File: config.mk
export PLATFORM = sky130hd
export DESIGN_NAME = adc_ad4003_ctrl
export DESIGN_NICKNAME = d
export VERILOG_FILES = /design/src/rtl/adc_ad4003_ctrl.sv
export SDC_FILE = /design/constraint.sdc
export NUM_CORES = 1
export LEC_CHECK = 0
export CAP_MARGIN = 15
export CORE_AREA = 2 2 88 90
export DETAILED_ROUTE_END_ITERATION = 7
export DIE_AREA = 0 0 90 92
export PLACE_DENSITY = 0.54
export SLEW_MARGIN = 40
export SYNTH_ARGS = -nofsm -noshare
export SYNTH_HDL_FRONTEND = slang
export SYNTH_SLANG_ARGS = --single-unit
File: constraint.sdc
create_clock -name adc_spi_clk -period 3 [get_ports adc_spi_clk]
set_input_delay 0.6 -clock adc_spi_clk [delete_from_list [all_inputs] [get_ports adc_spi_clk]]
set_output_delay 0.6 -clock adc_spi_clk [all_outputs]
set_load 0.01 [all_outputs]
File: src/rtl/adc_ad4003_ctrl.sv
// AD4003 conversion/readout controller: CNV pulse, SCK burst gate, deserializer
// shift window, delayed data_valid and a completed-sample counter.
module adc_ad4003_ctrl #(
    parameter int ADC_DATA_WIDTH   = 18,
    parameter int CNV_HIGH_CYCLES  = 4,
    parameter int CONV_WAIT_CYCLES = 24,
    parameter int FRAME_CYCLES     = 80,
    parameter int READ_LAT         = 4,
    parameter int CNT_WIDTH        = 32
) (
    input  logic                 adc_spi_clk,
    input  logic                 rstn,
    input  logic                 enable,
    input  logic                 sync_in,
    output logic                 adc_cnv,
    output logic                 sck_en,
    output logic                 reader_en,
    output logic                 data_valid,
    output logic                 busy,
    output logic                 sync_lost,
    output logic [CNT_WIDTH-1:0] sample_cnt
);

    localparam int FC_WIDTH = $clog2(FRAME_CYCLES);
    localparam logic [FC_WIDTH-1:0] CNV_LAST   = FC_WIDTH'(CNV_HIGH_CYCLES - 1);
    localparam logic [FC_WIDTH-1:0] WAIT_LAST  = FC_WIDTH'(CNV_HIGH_CYCLES + CONV_WAIT_CYCLES - 1);
    localparam logic [FC_WIDTH-1:0] SHIFT_LAST =
        FC_WIDTH'(CNV_HIGH_CYCLES + CONV_WAIT_CYCLES + ADC_DATA_WIDTH - 1);
    localparam logic [FC_WIDTH-1:0] FRAME_LAST = FC_WIDTH'(FRAME_CYCLES - 1);

    typedef enum logic [2:0] {
        S_IDLE,
        S_CNV,
        S_WAIT,
        S_SHIFT,
        S_GAP
    } state_t;

    state_t              state_q, state_d;
    logic [FC_WIDTH-1:0] fc_q, fc_d;
    logic                en_q;
    logic                cnv_d, shift_d, busy_d;
    logic                start;
    logic                reader_en_q;
    logic                reader_fall;
    logic [READ_LAT-1:0] dv_sr;

    // The FSM sees enable through one register, so a frame starts on the second
    // edge after enable is first sampled high.
    // NOTE: sequential state uses non-blocking assignments and an async reset so
    // every flop updates from pre-edge values and clears without a clock.
    always_ff @(posedge adc_spi_clk or negedge rstn) begin
        if (!rstn) begin
            state_q <= S_IDLE;
            fc_q    <= '0;
            en_q    <= 1'b0;
        end else begin
            state_q <= state_d;
            fc_q    <= fc_d;
            en_q    <= enable;
        end
    end

    // NOTE: every signal gets a default first so no path through the case infers a latch.
    always_comb begin
        state_d = state_q;
        fc_d    = fc_q + 1'b1;
        case (state_q)
            S_IDLE: begin
                fc_d = '0;
                if (en_q) state_d = S_CNV;
            end
            S_CNV:   if (fc_q == CNV_LAST)   state_d = S_WAIT;
            S_WAIT:  if (fc_q == WAIT_LAST)  state_d = S_SHIFT;
            S_SHIFT: if (fc_q == SHIFT_LAST) state_d = S_GAP;
            S_GAP: begin
                if (fc_q == FRAME_LAST || sync_in) begin
                    fc_d    = '0;
                    state_d = en_q ? S_CNV : S_IDLE;
                end
            end
            default: begin
                fc_d    = '0;
                state_d = S_IDLE;
            end
        endcase
    end

    // Outputs are decoded from the next state and registered, so each one is a
    // flop that tracks the state register exactly.
    always_comb begin
        cnv_d   = (state_d == S_CNV);
        shift_d = (state_d == S_SHIFT);
        busy_d  = (state_d != S_IDLE);
    end

    always_ff @(posedge adc_spi_clk or negedge rstn) begin
        if (!rstn) begin
            adc_cnv   <= 1'b0;
            sck_en    <= 1'b0;
            reader_en <= 1'b0;
            busy      <= 1'b0;
        end else begin
            adc_cnv   <= cnv_d;
            sck_en    <= shift_d;
            reader_en <= shift_d;
            busy      <= busy_d;
        end
    end

    assign start = (state_q == S_IDLE) && (state_d == S_CNV);

    always_ff @(posedge adc_spi_clk or negedge rstn) begin
        if (!rstn) begin
            sync_lost <= 1'b0;
        end else if (!enable) begin
            sync_lost <= 1'b0;
        end else if (sync_in && (state_q inside {S_CNV, S_WAIT, S_SHIFT})) begin
            sync_lost <= 1'b1;
        end
    end

    // The valid pulse follows reader_en alone, so a frame cut short by sync_in
    // or by dropping to IDLE still delivers its pending sample.
    assign reader_fall = reader_en_q & ~reader_en;

    always_ff @(posedge adc_spi_clk or negedge rstn) begin
        if (!rstn) begin
            reader_en_q <= 1'b0;
            dv_sr       <= '0;
        end else begin
            reader_en_q <= reader_en;
            dv_sr       <= (dv_sr << 1) | READ_LAT'(reader_fall);
        end
    end

    assign data_valid = dv_sr[READ_LAT-1];

    always_ff @(posedge adc_spi_clk or negedge rstn) begin
        if (!rstn) begin
            sample_cnt <= '0;
        end else if (start) begin
            sample_cnt <= '0;
        end else if (data_valid) begin
            sample_cnt <= sample_cnt + 1'b1;
        end
    end

endmodule

==> out/qor.txt <==
RSZ-0062 raised after global routing -> no
Antenna viol nets, final -> 0
Number of fill cells -> 756
CTS Root Cell -> clkbuf_8
Worst-Skew Late Latency -> 310 ps
Mapped Nets -> 258
Clock Power Share -> 25.6%
Synthesized instance count -> 251
Total CTS buffers -> 5
Grt ovf -> 0
Post_cts resized -> 0
Leading area contributor after synthesis -> dfrtp_1
Dpl ws -> 768.4 ps
Die X-Extent -> 90 um
Tcrit/Tclk final -> 75.06%
Vias per cell -> 5.084
Row count -> 32
IO buf count -> 41
Crit-path max FO -> 12
Critical R2R Launch -> sample_cnt[0]
Worst hold slack -> 129.2 ps
Crit path from -> sample_cnt[0]
Pin count of the biggest net entering global routing -> 34
Final WL -> 5.302 mm
Routed WL per cell -> 13.53 um
H-tree Lvls -> 2
Initial antenna violation count -> 0
Final total power -> 1.889 mW
# hold bufs at CTS -> 0
Final setup TNS -> 0 ps
Share of cells above drive strength 1 -> 6.897%
Mapped cell area -> 2501 um2
CP Launch Type -> register
Flop pwr share -> 50.7%
Pwr Density -> 606.5 nW/um2
Initial Utilization -> 33.59%
Critical path capture point type -> register
Tmin final -> 2252 ps
ANT cells -> 0
Die height -> 92 um
Core footprint -> 7447 um2
Via Count -> 1993
Most common cell after layout, fill and taps aside -> dfrtp_1
Area contributors post-synth -> dfrtp_1, a21oi_1, or4_1
Vias in the first global route -> 1947
Status -> finished, final reports clean
Crit Path Class -> register to register
Psw -> 0.5893 mW
CTS Sinks -> 52
Worst min path class -> input port to async pin
Post-synthesis register bit count -> 52
Switching Share -> 31.20%
CP required -> 3240 ps
Worst relative slew slack -> 63.83%
Hold Vio Cnt, Final -> 0
# IOs -> 42
P_leak -> 1.241 nW
Combinational share of power -> 23.7%
RR Endpoint -> sample_cnt[26]
DRC -> 0
Clock transition at path regs -> 110 ps
Avg Inst Size Synth -> 9.965 um2
DRT iter0 DRCs -> 133
Max Buffers Root-to-Sink -> 2
R2r setup slk -> 750 ps
Synth warnings -> 0
Final WS setup -> 748.3 ps
Synth unique cells -> 40
Least-Margin Pin Slew -> 540.5 ps
Inst Count DP -> 384
Fmax -> 0.4441 GHz
Final slew viol count -> 0
Most frequent cells in the layout -> dfrtp_1, clkdlybuf4s50_1, a21oi_1
Gr usage total -> 13.46%
Total of max-cap violations -> 0
Crit path arrival time -> 2490 ps
Full die area -> 8280 um2
Peak VDD IR -> 482.7 uV
Synth top area share -> 52.03%
Setup-failing EPs final -> 0
Area Overhead vs Synth -> 24.51%
Sequential area share after synthesis -> 52.03%
R2R depth -> 6
HPWL after DPL -> 3.645 mm
RePlAce Congestion -> 0.7553
Nets -> 296
First-pass GRT wire length -> 9.225 mm
First-pass detailed-route iteration total -> 4
Post-Layout Cell Count -> 392
Internal power -> 1.300 mW
Critical path capture point -> sample_cnt[26]
Clk_skew -> 14.36 ps
CTS tree -> built
Setup Buffers After CTS -> 0
routing by layer:
layer / GRT usage (%) / routed length, um / vias up
met5: 0 / 0 / -
met2: 20.49 / 2305 / 40
met4: 3.333 / 19 / 0
li1: - / - / 992
met1: 19.20 / 2713 / 959
met3: 3.533 / 264 / 2
cell usage after synthesis, drive strengths merged:
master / number
dfrtp: 52
a21oi: 25
nor2: 23
or4: 14
nand2: 12
nand3: 12
nand4: 12
o31ai: 12
clkbuf: 10
inv: 9
o21ai: 8
xor2: 8
xnor2: 7
or3: 6
buf: 5
and4: 4
and3: 3
ha: 3
nor2b: 3
nor4: 3
and2: 2
nand2b: 2
nand3b: 2
nor3b: 2
nor4b: 2
a2111oi: 1
a211oi: 1
a21o: 1
a41o: 1
mux2: 1
mux2i: 1
nand4b: 1
nor4bb: 1
o21ba: 1
or2: 1
registers in the layout, summed over array words and instances, names as in the netlist:
signal,cells
state_q,3
adc_cnv,1
reader_en,1
sample_cnt,32
reader_en_q,1
en_q,1
sync_lost,1
busy,1
fc_q,7
dv_sr,4
per-stage QoR:
stage	util [%]	instance area, um2
final	41.82	3114
after CTS	41.82	3114
after global placement	40.37	3007
after detailed placement	40.37	3007
after floorplan	-	2501
after global routing	41.82	3114
kinds of logic (layout without fill, tap and decap cells):
kind of cell,Yosys count,count (layout),share of synthesized area [%]
and+or+nand+nor,105,105,24.21
AOI/OAI and AO/OA,50,50,11.96
xor gates and xnor gates,15,15,5.253
buffers and inverters,24,63,4.202
DFF,52,52,52.03
adders and majority gates,3,3,1.501
muxes,2,2,0.8504
layout make-up:
class	instances	area (um2)	share of cell area, %
Clock inverter	2	35.03	1.125
Inverter	9	33.78	1.085
Multi-Input combinational cell	175	1101	35.36
Tap cell	102	127.6	4.098
Clock buffer	6	72.57	2.330
Timing Repair Buffer	46	442.9	14.22
Sequential cell	52	1301	41.78
power by group through the flow:
stage / clock network [mW] / registers [mW] / logic [mW]
2_1_floorplan: 0 / 0.955 / 0.267
3_3_place_gp: 0 / 0.967 / 0.452
3_5_place_dp: 0 / 0.971 / 0.451
4_1_cts: 0.500 / 0.958 / 0.453
5_1_grt: 0.532 / 0.982 / 0.506
6_report: 0.484 / 0.958 / 0.447
critical path, cell delays in order, from the launching register on:
cell and delay [ps]:
dfrtp_1 420, ha_1 210, and4_1 300, nand3_1 340
buf_4 290, or4_1 500, a21oi_1 150
how the worst min path moves through the flow:
stage / start / end / slack, ps / cells after the start
after floorplan: rstn / adc_cnv / 300 / 0
after global placement: dv_sr[0] / dv_sr[1] / 340 / 0
after detailed placement: dv_sr[1] / dv_sr[2] / 340 / 0
after CTS: rstn / sample_cnt[23] / 130 / 1
after global routing: rstn / sample_cnt[23] / 130 / 1
final: rstn / sample_cnt[23] / 130 / 1
(Power assumes the default switching activity.)
